File: src/rtl/mem_arbiter_pkg.sv
// Shared LC-3b types used by the memory arbiter: word/line types and the
// arbiter state encoding.
package lc3b_types;

   typedef logic [15:0]  lc3b_word;
   typedef logic [127:0] lc3b_line;

   typedef enum logic [1:0] {
      IDLE,
      GNT_I,
      GNT_D,
      RECOVER
   } arb_state_t;

endpackage

File: src/rtl/mem_arbiter_arb_select.sv
// Combinational grant picker for the memory arbiter.
// Optional feature macro: MEM_ARB_ROUND_ROBIN_EN (alternate on simultaneous
// requests); default build gives the D-cache fixed priority.
module arb_select (
   input  logic i_req,
   input  logic d_req,
   input  logic last_grant,   // 0 = I-cache granted last, 1 = D-cache
   output logic grant_i,
   output logic grant_d
);

`ifdef MEM_ARB_ROUND_ROBIN_EN
   // On a tie, the side that was not granted last wins.
   always_comb begin
      grant_d = d_req & (~i_req | ~last_grant);
      grant_i = i_req & (~d_req | last_grant);
   end
`else
   logic unused_last_grant;
   assign unused_last_grant = last_grant;

   // Fixed priority: the D-cache always wins a tie.
   always_comb begin
      grant_d = d_req;
      grant_i = i_req & ~d_req;
   end
`endif

endmodule

File: src/rtl/mem_arbiter.sv
// Arbitrates the shared physical-memory port between I-cache and D-cache.
// One outstanding line transaction; command, address and wdata are latched at
// grant, resp/rdata are steered combinationally to the owner.
// Optional feature macro: MEM_ARB_ROUND_ROBIN_EN (adds a last_grant register).
module mem_arbiter
   import lc3b_types::*;
(
   input  logic     clk,
   input  logic     rst_n,

   input  logic     i_pmem_read,
   input  lc3b_word i_pmem_address,
   output lc3b_line i_pmem_rdata,
   output logic     i_pmem_resp,

   input  logic     d_pmem_read,
   input  logic     d_pmem_write,
   input  lc3b_word d_pmem_address,
   input  lc3b_line d_pmem_wdata,
   output lc3b_line d_pmem_rdata,
   output logic     d_pmem_resp,

   output logic     pmem_read,
   output logic     pmem_write,
   output lc3b_word pmem_address,
   output lc3b_line pmem_wdata,
   input  lc3b_line pmem_rdata,
   input  logic     pmem_resp
);

   arb_state_t state_q, state_d;
   logic       rd_q, rd_d;
   logic       wr_q, wr_d;
   lc3b_word   addr_q, addr_d;
   lc3b_line   wdata_q, wdata_d;

   logic       d_req;
   logic       grant_i, grant_d;
   logic       last_grant;

   // A simultaneous read+write from the D-cache is illegal; write wins.
   assign d_req = d_pmem_read | d_pmem_write;

   arb_select u_arb_select (
      .i_req      (i_pmem_read),
      .d_req      (d_req),
      .last_grant (last_grant),
      .grant_i    (grant_i),
      .grant_d    (grant_d)
   );

`ifdef MEM_ARB_ROUND_ROBIN_EN
   logic last_grant_q;

   // Remember which side won the most recent grant (reset: I-cache).
   always_ff @(posedge clk) begin
      if (!rst_n) begin
         last_grant_q <= 1'b0;
      end else if (state_q == IDLE && grant_d) begin
         last_grant_q <= 1'b1;
      end else if (state_q == IDLE && grant_i) begin
         last_grant_q <= 1'b0;
      end
   end

   assign last_grant = last_grant_q;
`else
   assign last_grant = 1'b0;
`endif

   // Next state, plus latching of the winning request at grant time.
   always_comb begin
      state_d = state_q;
      rd_d    = rd_q;
      wr_d    = wr_q;
      addr_d  = addr_q;
      wdata_d = wdata_q;
      unique case (state_q)
         IDLE: begin
            if (grant_d) begin
               state_d = GNT_D;
               addr_d  = d_pmem_address;
               wr_d    = d_pmem_write;
               rd_d    = ~d_pmem_write;
               if (d_pmem_write) wdata_d = d_pmem_wdata;
            end else if (grant_i) begin
               state_d = GNT_I;
               addr_d  = i_pmem_address;
               wr_d    = 1'b0;
               rd_d    = 1'b1;
            end
         end
         GNT_I, GNT_D: begin
            if (pmem_resp) begin
               state_d = RECOVER;
               rd_d    = 1'b0;
               wr_d    = 1'b0;
            end
         end
         RECOVER: state_d = IDLE;
         default: state_d = IDLE;
      endcase
   end

   // State and latched port command registers, synchronous active-low reset.
   always_ff @(posedge clk) begin
      if (!rst_n) begin
         state_q <= IDLE;
         rd_q    <= 1'b0;
         wr_q    <= 1'b0;
         addr_q  <= '0;
         wdata_q <= '0;
      end else begin
         state_q <= state_d;
         rd_q    <= rd_d;
         wr_q    <= wr_d;
         addr_q  <= addr_d;
         wdata_q <= wdata_d;
      end
   end

   // Port is driven only from latched values; resp/rdata pass straight through.
   always_comb begin
      pmem_read    = rd_q;
      pmem_write   = wr_q;
      pmem_address = addr_q;
      pmem_wdata   = wdata_q;
      i_pmem_resp  = (state_q == GNT_I) & pmem_resp;
      d_pmem_resp  = (state_q == GNT_D) & pmem_resp;
      i_pmem_rdata = pmem_rdata;
      d_pmem_rdata = pmem_rdata;
   end

endmodule
File: config.mk
export PLATFORM = sky130hd
export DESIGN_NAME = mem_arbiter
export DESIGN_NICKNAME = d
export VERILOG_FILES = /design/src/rtl/mem_arbiter_pkg.sv /design/src/rtl/mem_arbiter_arb_select.sv /design/src/rtl/mem_arbiter.sv
export SDC_FILE = /design/constraint.sdc
export NUM_CORES = 1
export LEC_CHECK = 0
export ABC_AREA = 1
export CORE_AREA = 4 4 269 271
export DETAILED_ROUTE_END_ITERATION = 10
export DIE_AREA = 0 0 273 275
export SETUP_SLACK_MARGIN = 0.1
export SYNTH_ARGS = -nofsm -noshare
export SYNTH_HDL_FRONTEND = slang
export SYNTH_HIERARCHICAL = 1
export SYNTH_SLANG_ARGS = --single-unit
File: constraint.sdc
create_clock -name clk -period 1.5 [get_ports clk]
set_input_delay 0.15 -clock clk [delete_from_list [all_inputs] [get_ports clk]]
set_output_delay 0.15 -clock clk [all_outputs]
set_load 0.02 [all_outputs]
# Yosys cells after proc, flatten, opt, wreduce, memory -nomap -nowiden
# Index checks and enable logic that the tools add are counted.
# totals
reg_bits	148
elab_cells	37
# classes
n_eq_ne	5
muxes	13
reduce_logical	8
n_bitwise	6
# ops
operator	count
$mux 16	2
$mux 2	3
$pmux 2 s3	1
$reduce_and 3->1	2
$mux 1	5
$eq 2x2->1 const B	2
$pmux 1 s2	2
$reduce_and 2->1	2
$reduce_bool 2->1	2
$and 1x1->1	3
$ne 3x2->1 const B	1
$eq 2x1->1 const B	1
$logic_not 2->1	1
$ne 2x2->1 const B	1
$not 1->1	2
$reduce_or 2->1	1
$or 1x1->1	1

# Logic depth before layout (Yosys ltp)
# logic_depth
ltp_word	6
mapped_depth	9
mapped_depth_nobuf	8

# Cells and area by module
# The synthesis kept the hierarchy.
# modules_own_cells
module	cells_each	seq_area_each_um2	area_per_inst_um2	instances
mem_arbiter	984	2962.8	7653.6	1
arb_select	3	0.0	17.5	1

# Least setup slack after synthesis
# No wires, ideal clock.
# synth_path
kind	input -> register
startpoint	input d_pmem_write
endpoint	register addr_q[10] (netlist: pmem_address[10])
n_path_buf	3
cell_stages	8
path_slack_ns	0.132
t_arrival_ns	1.252
setup_ns	0.116
cell_sequence	or2_2 buf_4 buf_4 nor2_4 nor2_4 clkbuf_4 o21ai_0 nor2_1
# synth_between
elab_chain_len	5
# synth_lines
item	line	rtl
start, declared	mem_arbiter.sv:17	input logic d_pmem_write,
$or 1x1->1 *	mem_arbiter.sv:42	assign d_req = d_pmem_read | d_pmem_write;
via grant_d	mem_arbiter.sv:38	logic grant_i, grant_d;
$not 1->1	mem_arbiter_arb_select.sv:25	grant_i = i_req & ~d_req;
$and 1x1->1	mem_arbiter_arb_select.sv:25	
$reduce_bool 2->1 (no source line)	n/a	
$reduce_and 2->1 (no source line)	n/a	
end signal, assigned	mem_arbiter.sv:117	addr_q <= addr_d;
end, declared	mem_arbiter.sv:34	lc3b_word addr_q, addr_d;
# The timed path passes the listed nets; every way through them passes the cells marked *.
# A chain may end at the register's enable or synchronous reset.

# Worst setup path in the final report
# layout_path
startpoint	register state_q[0]
endpoint	register wdata_q[77] (netlist: pmem_wdata[77])
# layout_between
elab_chain_len	2
# layout_lines
item	line	rtl
start, declared	mem_arbiter.sv:31	arb_state_t state_q, state_d;
start signal, assigned	mem_arbiter.sv:114	state_q <= state_d;
$logic_not 2->1	mem_arbiter.sv:78	unique case (state_q)
$reduce_and 3->1 (no source line)	n/a	
end signal, assigned	mem_arbiter.sv:118	wdata_q <= wdata_d;
end, declared	mem_arbiter.sv:35	lc3b_line wdata_q, wdata_d;
# Every way passes these cells.

==> metrics <==
Worst-path clk slew=about 0.070 ns; first-pass GRT wire length=43.5 mm; final core occ=0.179; failing checks=setup timing; Max clock buf depth=2; CTS buffer count=17; post-layout net count=1380; Via density=3.17; Top-Level Pins=698; starting density of the core=0.110; share of cells above drive strength 1=0.303; total wire length=31.6 mm; category of the most critical setup path=flop to flop; Die Height=275 um; overall power consumption=17700 uW; CTS sink cnt=148; Rel. slew slack=0.607; initial DRC count=194; row count=97; routability-driven placement congestion ratio=about 0.73; Worst R2R End=pmem_wdata[77]; crit start category=flop; Leak Pwr=0.00500 uW; Ys Warns=6; grt total ovfl=0; Fillers=7716; Core Footprint=~70000 um^2; Net Count, Synth=1284; fmax=642 MHz; register-to-register setup slack=-0.06 ns; Hold EP=pmem_wdata[2]; Setup crit start=state_q[0]; unrepaired setup endpoints after global routing=true; Synth Instances=986; Worst Path Max Fanout=8; GRT Total Usage=0.0802; diode count=0; Slowest-stage cell, CP=dfxtp_2; die extent in x=approximately 270 um; DRC violations left=0; CTS tree=done; CTS Root Cell=clkbuf_16; Avg WL per Cell=between 15 and 20 um; Final Setup Violations=47; Final HPWL DP=approximately 20 mm; clock latency at the later pin of the worst-skew pair=0.47 ns; Multi-input gate area=2830 um^2; Port Buffers=between 300 and 400; crit path time final=1.56 ns; final worst setup slack=-0.0569 ns; area grow syn2layout=62.9%; status=finished with violations; hold path startpoint=rst_n; Vias=6458; CP endpoint kind=flop; fin crit share=1.04; initial antenna violation count=4; Worst EP required=1.90 ns; R2R Path Start=state_q[0]; Register Area=2970 um^2; max-cap check violation count=0; drt first pass iters=4; Clock Skews=0.0133 ns; cells on worst reg2reg path=9; CTS H-tree lvls=4; Critical Path Most Common Cell=buf_12; worst hold path class=primary input to flop; largest net degree at the start of global routing=a little over 70; fin. max-slew vios=0; syn avg cell area=7.78 um^2; CP arrival=1.95 ns; Hold Violations, Final=0; Mapped Area=7670 um^2; largest stage delay on the critical path=0.33 ns; crit-path cells=inv_2 -> buf_6 -> ha_4 -> nand3_4 -> buf_8 -> buf_12 -> buf_12 -> buf_16 -> a21oi_2; worst-margin pin slew=roughly 0.59 ns; PD cells=1420 nW/um^2; post-route ant nets=0; Hold Path Depth=4; Die ar.=75100 um^2; Peak VDD IR=about 600 uV; vias in the first global route=6682
## layout by cell type (no fill, tap or decap), types with 4 or more instances in the layout
cell type and n:
a21oi_1 40, o21ai_4 24, clkdlybuf4s15_2 9, a21oi_2 86, buf_8 12, clkdlybuf4s50_1 164, a21oi_4 4, dfxtp_1 143
o21ai_2 82, inv_6 5, buf_12 18, clkbuf_16 21, clkdlybuf4s15_1 16, dlygate4sd2_1 120, nor2_1 36, o21ai_1 22
o21ai_0 33, inv_2 4, dfxtp_2 5, buf_6 11, buf_4 7, buf_16 20, inv_1 154, nand2_1 30
## critical path, delay by kind of cell, from the launching register on
kind | cells | cell delay, ns
buf+inv | 6 | 0.75
flops | 1 | 0.33
fa+ha+maj | 1 | 0.14
compound gates | 1 | 0.13
simple gates | 1 | 0.12
## how the worst max path moves through the flow
| stage | endpoint | slack (ns) | cells past startpoint |
|---|---|---|---|
| global placement | pmem_write | -0.45 | 8 |
| global route | pmem_wdata[77] | -0.11 | 9 |
| floorplan | pmem_address[10] | 0.13 | 8 |
| CTS | d_pmem_resp | -0.15 | 6 |
| detailed placement | pmem_wdata[43] | -0.46 | 7 |
| finish | pmem_wdata[77] | -0.06 | 9 |
## sequential cells by signal (all words and copies together), names as in the netlist
signal	flops
pmem_wdata	128
pmem_read	1
pmem_write	1
pmem_address	16
state_q	2
## stage by stage
| stage | setup TNS, ns | area [um^2] | hold slack, ns | std cells | setup slack [ns] |
|---|---|---|---|---|---|
| finish | -0.912 | 12500 | 0.157 | 2035 | -0.0569 |
| global route | -7.01 | 12500 | 0.115 | 2035 | -0.114 |
| CTS | -7.40 | 12200 | 0.0768 | 2039 | -0.149 |
| global placement | -53.07 | 10100 | 0.300 | 1962 | -0.453 |
| floorplan | 0 | 7670 | 0.323 | 986 | 0.132 |
| detailed placement | -55.27 | 10100 | 0.300 | 1962 | -0.464 |
## final cells by class
cell class,count,share of cell area
repair buffers,384,0.349
flip-flops and latches,148,0.238
multi-input cells,373,0.227
well taps,940,0.0942
inverters,158,0.0475
clock buffers,18,0.0352
clock inverters,14,0.00942
## timing repair
item	in CTS	in global routing
pin swaps	16	55
gates cloned	25	4
setup buffers	20	1
setup endpoints to repair	269	162
hold buffers	0	0
resized for setup	427	98
## where the power goes
group | internal, uW | switching [uW]
clock | 2210 | 2070
sequential | 4820 | 452
combinational | 3830 | 4300
## routing by layer
metal,GRT usage,part of all wire,vias up
met3,0.0498,0.12,138
met2,0.113,0.43,365
met1,0.0883,0.39,2911
met5,0.00770,0.0042,-
met4,0.0545,0.055,8
li1,-,-,3036
Power figures use the tool's default switching activity.
